### config.mk
export PLATFORM = sky130hd
export DESIGN_NAME = alu_result_pipe_out
export DESIGN_NICKNAME = d
export VERILOG_FILES = /design/src/rtl/alu_pipe_pkg.sv /design/src/rtl/alu_entry_fifo.sv /design/src/rtl/alu_result_pipe_out.sv
export SDC_FILE = /design/constraint.sdc
export NUM_CORES = 1
export LEC_CHECK = 0
export ABC_CLOCK_PERIOD_IN_PS = 4500
export CAP_MARGIN = 5
export CORE_MARGIN = 4
export CORE_UTILIZATION = 35
export DETAILED_ROUTE_END_ITERATION = 8
export GPL_TIMING_DRIVEN = 0
export PLACE_DENSITY = 0.5
export SETUP_SLACK_MARGIN = 0.3
export SLEW_MARGIN = 15
export SYNTH_ARGS = -nofsm -noshare
export SYNTH_HDL_FRONTEND = slang
export SYNTH_SLANG_ARGS = --single-unit
### constraint.sdc
create_clock -name okClk -period 4.5 [get_ports okClk]
set_input_delay 1.35 -clock okClk [delete_from_list [all_inputs] [get_ports okClk]]
set_output_delay 1.35 -clock okClk [all_outputs]
set_load 0.02 [all_outputs]
### src/rtl/alu_pipe_pkg.sv
// alu_pipe_pkg: shared tag/underrun constants, entry layout and readout-half type for the ALU pipe-out path
package alu_pipe_pkg;
  localparam logic [7:0]  ENTRY_TAG     = 8'hA5;
  localparam logic [31:0] UNDERRUN_WORD = 32'hDEAD_BEEF;
  typedef struct packed {
    logic [31:0] z;
    logic [7:0]  seq;
    logic [2:0]  op;
    logic [2:0]  flags;
  } alu_entry_t;
  typedef enum logic {WORD0, WORD1} half_t;
  function automatic logic [31:0] entry_word1(alu_entry_t e);
    return {ENTRY_TAG, 10'b0, e.seq, e.op, e.flags};
  endfunction
endpackage

### src/rtl/alu_entry_fifo.sv
// alu_entry_fifo: sync FIFO of captured ALU entries with registered count/full/empty
// Ports: clk/rst_n (async active-low); i_flush clears pointers and count; i_push/i_din write
// at the tail (caller only pushes when !o_full or popping); i_pop advances the head;
// o_dout is the current head; o_count/o_full/o_empty are registered status.
module alu_entry_fifo
  import alu_pipe_pkg::*;
#(
  parameter int DEPTH = 16
) (
  input  logic                     clk,
  input  logic                     rst_n,
  input  logic                     i_flush,
  input  logic                     i_push,
  input  alu_entry_t               i_din,
  input  logic                     i_pop,
  output alu_entry_t               o_dout,
  output logic [$clog2(DEPTH):0]   o_count,
  output logic                     o_full,
  output logic                     o_empty
);
  localparam int AW = $clog2(DEPTH);
  alu_entry_t r_mem [DEPTH];
  logic [AW-1:0] r_wr_ptr, r_rd_ptr;
  logic [AW:0]   w_count_nxt;
  assign w_count_nxt = o_count + (AW+1)'(i_push) - (AW+1)'(i_pop);
  assign o_dout = r_mem[r_rd_ptr];
  always_ff @(posedge clk or negedge rst_n) begin
    if (!rst_n) begin
      r_wr_ptr <= '0;
      r_rd_ptr <= '0;
      o_count  <= '0;
      o_full   <= 1'b0;
      o_empty  <= 1'b1;
    end else if (i_flush) begin
      r_wr_ptr <= '0;
      r_rd_ptr <= '0;
      o_count  <= '0;
      o_full   <= 1'b0;
      o_empty  <= 1'b1;
    end else begin
      if (i_push) r_wr_ptr <= r_wr_ptr + 1'b1;
      if (i_pop) r_rd_ptr <= r_rd_ptr + 1'b1;
      o_count <= w_count_nxt;
      o_full  <= w_count_nxt == (AW+1)'(DEPTH);
      o_empty <= w_count_nxt == '0;
    end
  end
  always_ff @(posedge clk) begin
    if (i_push) r_mem[r_wr_ptr] <= i_din;
  end
endmodule

### src/rtl/alu_result_pipe_out.sv
// alu_result_pipe_out: captures ALU results into a FIFO and serialises each as two 32-bit pipe words
// Ports: okClk/rst_n (async active-low); cap_trig captures z/flags/op; clr_trig flushes everything;
// ep_read consumes one word per cycle, ep_datain is registered (valid the cycle after ep_read);
// count/empty/full report FIFO occupancy; drop_err/underrun_err are sticky error flags.
module alu_result_pipe_out
  import alu_pipe_pkg::*;
#(
  parameter int DEPTH = 16,
  parameter int SEQ_W = 8
) (
  input  logic                   okClk,
  input  logic                   rst_n,
  input  logic                   cap_trig,
  input  logic                   clr_trig,
  input  logic [31:0]            z,
  input  logic [2:0]             flags,
  input  logic [2:0]             op,
  input  logic                   ep_read,
  output logic [31:0]            ep_datain,
  output logic [$clog2(DEPTH):0] count,
  output logic                   empty,
  output logic                   full,
  output logic                   drop_err,
  output logic                   underrun_err
);
  logic [SEQ_W-1:0] r_seq;
  half_t            r_half, w_half_nxt;
  alu_entry_t       w_entry, w_head;
  logic             w_push, w_pop;
  assign w_entry = '{z: z, seq: 8'(r_seq), op: op, flags: flags};
  // The entry leaves the FIFO on its second word; a pop that cycle frees a slot for a full-FIFO capture.
  assign w_pop  = ep_read && r_half == WORD1 && !clr_trig;
  assign w_push = cap_trig && (!full || w_pop) && !clr_trig;
  alu_entry_fifo #(.DEPTH(DEPTH)) u_fifo (
    .clk     (okClk),
    .rst_n   (rst_n),
    .i_flush (clr_trig),
    .i_push  (w_push),
    .i_din   (w_entry),
    .i_pop   (w_pop),
    .o_dout  (w_head),
    .o_count (count),
    .o_full  (full),
    .o_empty (empty)
  );
  always_comb begin
    w_half_nxt = r_half;
    if (clr_trig) w_half_nxt = WORD0;
    else if (ep_read) w_half_nxt = (r_half == WORD1 || empty) ? WORD0 : WORD1;
  end
  always_ff @(posedge okClk or negedge rst_n) begin
    if (!rst_n) begin
      r_half       <= WORD0;
      r_seq        <= '0;
      ep_datain    <= '0;
      drop_err     <= 1'b0;
      underrun_err <= 1'b0;
    end else if (clr_trig) begin
      r_half       <= WORD0;
      r_seq        <= '0;
      drop_err     <= 1'b0;
      underrun_err <= 1'b0;
    end else begin
      r_half <= w_half_nxt;
      if (w_push) r_seq <= r_seq + 1'b1;
      if (cap_trig && !w_push) drop_err <= 1'b1;
      if (ep_read && r_half == WORD0 && empty) underrun_err <= 1'b1;
      if (ep_read) ep_datain <= r_half == WORD1 ? entry_word1(w_head) : empty ? UNDERRUN_WORD : w_head.z;
    end
  end
endmodule

; ---- Word level (Yosys, flattened, before mapping)
; Memory sizes are Yosys's and may differ from the RTL's.
; Cells that the tools add are included.
[op_classes]
addsub = 5
n_eq_ne = 1
reduce_logical = 19
mux = 20
bitwise = 2
[ops]
columns = operator, n
row1 = $mux 32, 2
row2 = $mux 4, 4
row3 = $mux 8, 2
row4 = $mux 1, 11
row5 = $reduce_bool 2->1, 5
row6 = $add 4x1->4 const B, 2
row7 = $add 8x1->8 const B, 1
row8 = $logic_and 1x1->1, 7
row9 = $add 5x1->5, 1
row10 = $eq 5x5->1 const B, 1
row11 = $logic_not 5->1, 1
row12 = $mux 5, 1
row13 = $sub 5x1->5, 1
row14 = $logic_not 1->1, 3
row15 = $logic_or 1x1->1, 2
row16 = $not 1->1, 2
row17 = $reduce_and 2->1, 1
[word_totals]
ram_bits = 736
memories = 1
regBits = 58
elab_cells = 58
out_inout_bits = 41
[mem_list]
columns = memory, depth, word_bits, rd, rd_ports_with_merged_regs, wr, line_no
row1 = u_fifo.r_mem, 16, 46, 1, 0, 1, alu_entry_fifo.sv:22  ; alu_entry_t r_mem [DEPTH];

; ---- Depth between registers and ports, before layout
[logic_depth]
word_depth = 9
depth_mapped = 12
depth_no_buf = 11

; ---- Hierarchy
; Synthesis repeated with hierarchy kept, for this count alone.
[hier_totals]
hier_cells = 1420
area_unflattened_um2 = 30347.9
[by_module_without_submodules]
columns = mod, instances, cells_each, seq_area_each_um2, area_per_inst_um2
row1 = alu_entry_fifo, 1, 1219, 22477.8, 28392.2
row2 = alu_result_pipe_out, 1, 201, 1076.0, 1955.6

; ---- Least setup slack after synthesis
; No wires, ideal clock.
[synth_path]
kind = input -> register
from = input port clr_trig
to = memory u_fifo.r_mem[12][0] (netlist name), enable pin
arrival_ns = 4.143
path_stages = 4
setup_slack_ns = -0.093
setup_time_ns = 0.450
path_cell_list = nand3b_2 -> a21boi_2 -> nand2_1 -> nor2_1
[synth_via]
elab_chain_cells = 7
[synth_lines]
columns = element, line_no
row1 = "start, declared", alu_result_pipe_out.sv:14  ; input logic clr_trig,
row2 = $logic_not 1->1 *, "alu_result_pipe_out.sv:32, alu_result_pipe_out.sv:33"
row3 = $logic_and 1x1->1, alu_result_pipe_out.sv:32  ; assign w_pop = ep_read && r_half == WORD1 && !clr_trig;
row4 = $logic_or 1x1->1, alu_result_pipe_out.sv:33  ; assign w_push = cap_trig && (!full || w_pop) && !clr_trig;
row5 = $logic_and 1x1->1, alu_result_pipe_out.sv:33
row6 = $logic_and 1x1->1 *, alu_result_pipe_out.sv:33
row7 = $mux 1 *, alu_entry_fifo.sv:49  ; if (i_push) r_mem[r_wr_ptr] <= i_din;
row8 = $mux 1 (not written as such) *, alu_entry_fifo.sv:49
row9 = "end, declared", alu_entry_fifo.sv:22
; Mark *: on every way between the ends. The rest lies on a longest branch, timed or not.

; ---- Final worst setup path
[layout_path]
from = input port clr_trig
to = register u_fifo.o_full
[layout_via]
elab_chain_cells = 9
[layout_lines]
columns = element, line_no
row1 = $logic_not 1->1, "alu_result_pipe_out.sv:32, alu_result_pipe_out.sv:33"
row2 = $logic_and 1x1->1, alu_result_pipe_out.sv:32
row3 = $logic_or 1x1->1, alu_result_pipe_out.sv:33
row4 = $logic_and 1x1->1 (2 in series), alu_result_pipe_out.sv:33
row5 = $add 5x1->5, alu_entry_fifo.sv:25  ; assign w_count_nxt = o_count + (AW+1)'(i_push) - (AW+1)'(i_pop);
row6 = $sub 5x1->5, alu_entry_fifo.sv:25
row7 = $eq 5x5->1, alu_entry_fifo.sv:44  ; o_full <= w_count_nxt == (AW+1)'(DEPTH);
row8 = $mux 1 *, alu_entry_fifo.sv:34  ; end else if (i_flush) begin
row9 = "end signal, assigned", alu_entry_fifo.sv:44
row10 = "end, declared", alu_entry_fifo.sv:18  ; output logic o_full,
; Marks and branches as above.
; A chain may end at the register's enable or synchronous reset.

==> results.json <==
{
  "finClkSkew_ns": 0.0164,
  "synth_seq_cells": 794,
  "setup_ws_ns": 0.530,
  "ctsHoldBuffers": 0,
  "power.switching_mw": 3.88,
  "slew_headroom_pct": 30.4,
  "root_buffer": "clkbuf_16",
  "finalSetupViolations": 0,
  "irDropWorstVdd_uv": 290,
  "hold_viol": 0,
  "grt_usage_pct": 18.0,
  "grt_pass1_vias": 16600,
  "diodes": 0,
  "combPwrFrac_pct": 9.1,
  "fin_crit_sh_pct": 88.2,
  "fin_area_um2": 36900,
  "worstSetupPathType": "in2reg",
  "startpoint_type": "input pin",
  "place_inst": 2878,
  "r2r_slack_ns": 1.38,
  "pre_cts_ws_ns": -0.645,
  "start_util_pct": 35.5,
  "areaGrowthSynthToFinish_pct": 19.4,
  "synth_cells": 1601,
  "yosys_warnings": 0,
  "p_per_area_nw_per_um2": 454,
  "status": "completed",
  "rsz0062_at_grt": "no",
  "async_flop_share_pct": 7.30,
  "cp.arrival_ns": 4.49,
  "p_leak_nw": 11.5,
  "die_area_um2": 93200,
  "layout-drive-gt1-share_pct": 20.0,
  "report.final.slew_viol_count": 0,
  "post-dp-hpwl_um": 56600,
  "clkTransAtPathRegs_ns": 0.06,
  "path_cells": "clkdlybuf4s50_1 -> nand3b_4 -> a21boi_4 -> nand2_1 -> ha_1 -> inv_1 -> ha_1 -> fa_1 -> a21o_1 -> a21oi_1 -> xor2_1 -> nor4_1",
  "final_common_cell": "edfxtp_1",
  "grt_pass1_wl_um": 121000,
  "route.detailed.drc": 0,
  "synth_edf_count": 736,
  "ys_types": 50,
  "required_ns": 5.02,
  "dpl_cell_area_um2": 34200,
  "num_vias": 16100,
  "cts_tree": "built",
  "post_drt_wl_per_cell_um": 28.1,
  "max_freq_mhz": 252,
  "cts_made_buffers": 85,
  "num_rows": 108,
  "clock_sinks": 794,
  "p_int_mw": 12.9,
  "min_path_type": "reg2reg",
  "portBuffers": 83,
  "avgSynthCellArea_um2": 19.3,
  "cpPeakStageDelay_ns": 0.57,
  "die_y_um": 305,
  "antenna_left": 0,
  "switching_share_pct": 23.1,
  "clk_latency_ns": 0.62,
  "drt_pre_antenna_iters": 5,
  "max_cap_viol_count": 0,
  "power.share.clock_pct": 40.4,
  "fin_nets": 1868,
  "worst_pin_slew_ns": 1.04,
  "cp_slowest_cell": "clkdlybuf4s50_1",
  "die_x_um": 305,
  "grt-ovfl-total": 0,
  "wl_um": 85300,
  "syn-cell-area_um2": 30900,
  "crit_path_frequent_cell": "ha_1",
  "final_cell_mix": "edfxtp_1 (736), mux2i_1 (200), mux4_2 (94)",
  "period_minus_slack_ns": 3.97,
  "seq_power_share_pct": 50.5,
  "htreeDepth": 3,
  "synth_nets": 1656,
  "critPathMaxFanout": 10,
  "endpoint_kind": "flip-flop",
  "ys_seq_area_share_pct": 76.2,
  "io_pins": 84,
  "dr.first_iter.drc_count": 1312,
  "drt-vias-per-instance": 5.30,
  "core_um2": 87200,
  "grt_start_max_net_pins": 48,
  "gp_congestion": 0.748,
  "cts_buffer_depth": 3,
  "instances_no_fill": 3039,
  "antenna_found_initial": 1,
  "synth-main-ff-cell": "edfxtp_1"
}
[worst paths after layout]
path | startpoint | end | cells after the start
setup / recovery | clr_trig | u_fifo.o_full | 12
max in group asynchronous | rst_n | u_fifo.o_empty | 2
setup reg to reg | r_half | u_fifo.o_full | 12
min in group asynchronous | rst_n | ep_datain[14] | 1
hold reg to reg | ep_datain[22] | ep_datain[22] | 1
hold / removal | ep_datain[22] | ep_datain[22] | 1
[power by group through the flow]
stage | clock (mW) | sequential [mW] | combinational, mW
floorplan | 0 | 8.67 | 0.703
global placement | 0 | 8.62 | 1.48
detailed placement | 0 | 8.61 | 1.54
CTS | 6.91 | 8.47 | 1.55
global route | 7.21 | 8.49 | 1.64
finish | 6.77 | 8.47 | 1.53
[kinds of logic (layout without fill, tap and decap cells)]
group	count (synthesis)	in the layout	synth area share [%]
AOI/OAI and AO/OA	203	203	4.84
xor gates and xnor gates	13	13	0.368
adders and majority gates	12	12	0.510
buffers and inverters	101	384	1.74
DFF	794	794	76.2
muxes	307	307	13.8
and+or+nand+nor	171	171	2.57
[synthesized netlist by cell type (2+ instances only)]
cell type	number	area share, %
a22oi_1	74	1.8
xnor2_1	7	0.20
mux2i_1	200	6.5
buf_4	19	0.46
ha_1	11	0.45
o311ai_1	2	0.057
o21ai_0	7	0.11
mux4_2	94	6.8
a41oi_1	12	0.34
nand2b_1	3	0.061
a21oi_1	52	0.84
buf_6	6	0.22
o31ai_1	2	0.049
a211oi_1	8	0.19
dfrtp_1	57	4.6
a2111oi_2	12	0.58
mux2_2	13	0.47
a32o_1	2	0.065
clkbuf_1	27	0.33
inv_1	11	0.13
o211ai_1	6	0.15
a22o_1	4	0.11
a311o_1	2	0.065
edfxtp_1	736	71
buf_1	3	0.036
xor2_1	6	0.17
buf_2	34	0.55
nor2b_1	9	0.18
o22ai_1	7	0.14
nor2_1	54	0.66
a31oi_1	9	0.18
nand3_1	17	0.28
nand4_1	4	0.081
or3_1	5	0.10
a21o_1	2	0.049
and2_1	3	0.061
or2_2	15	0.30
nand2_1	54	0.66
[state kept, by name, summed over array words and instances, names as in the netlist]
name and count:
u_fifo.r_mem 736, u_fifo.o_empty 1, underrun_err 1, r_seq 8, ep_datain 32, u_fifo.o_count 5, drop_err 1, r_half 1
u_fifo.r_rd_ptr 4, u_fifo.o_full 1, u_fifo.r_wr_ptr 4
[worst max-delay path: cells and delay by family]
kind / cells / cell delay [ns]
xor+xnor: 1 / 0.14
buf+inv: 2 / 0.61
simple gates: 3 / 0.74
fa+ha+maj: 3 / 0.94
compound gates: 3 / 0.68
[final cells by class]
cell class                      count  area, um2
Inverter                           12       45.0
Timing Repair Buffer              125       1730
Clock inverter                     39        334
Clock buffer                      119       2360
Fill cell                        7730      50200
Sequential cell                   794      23600
Multi-Input combinational cell    706       6970
Tap cell                         1155       1450
Buffer                             89        494
[per-stage QoR]
stage / total power, mW / TNS (ns) / utilization, % / hold WS [ns]
2_1_floorplan: 9.37 / -44.53 / - / 0.548
6_report: 16.8 / 0 / 42.4 / 0.511
4_1_cts: 16.9 / 0 / 42.3 / 0.523
3_5_place_dp: 10.2 / -85.91 / 39.2 / 0.508
5_1_grt: 17.3 / 0 / 42.4 / 0.528
3_3_place_gp: 10.1 / -2698.74 / 38.1 / 0.493
[routing by layer]
| metal | track usage [%] | routed length, um | part of all wire, % | vias to the layer above |
|---|---|---|---|---|
| li1 | - | - | - | 6915 |
| met1 | 24.0 | 35900 | 42 | 8564 |
| met2 | 30.8 | 42700 | 50 | 506 |
| met3 | 3.21 | 4640 | 5.4 | 135 |
| met4 | 4.51 | 2100 | 2.5 | 0 |
| met5 | 0 | 0 | 0 | - |
[repair_timing]
action | CTS | global route
endpoints found under the hold margin | 0 | 0
setup buffers | 0 | 3
resized for setup | 2 | 2
pin swaps | 0 | 1
setup endpoints to repair | 3 | 2
Note: power is estimated with default switching activity, not from simulation.
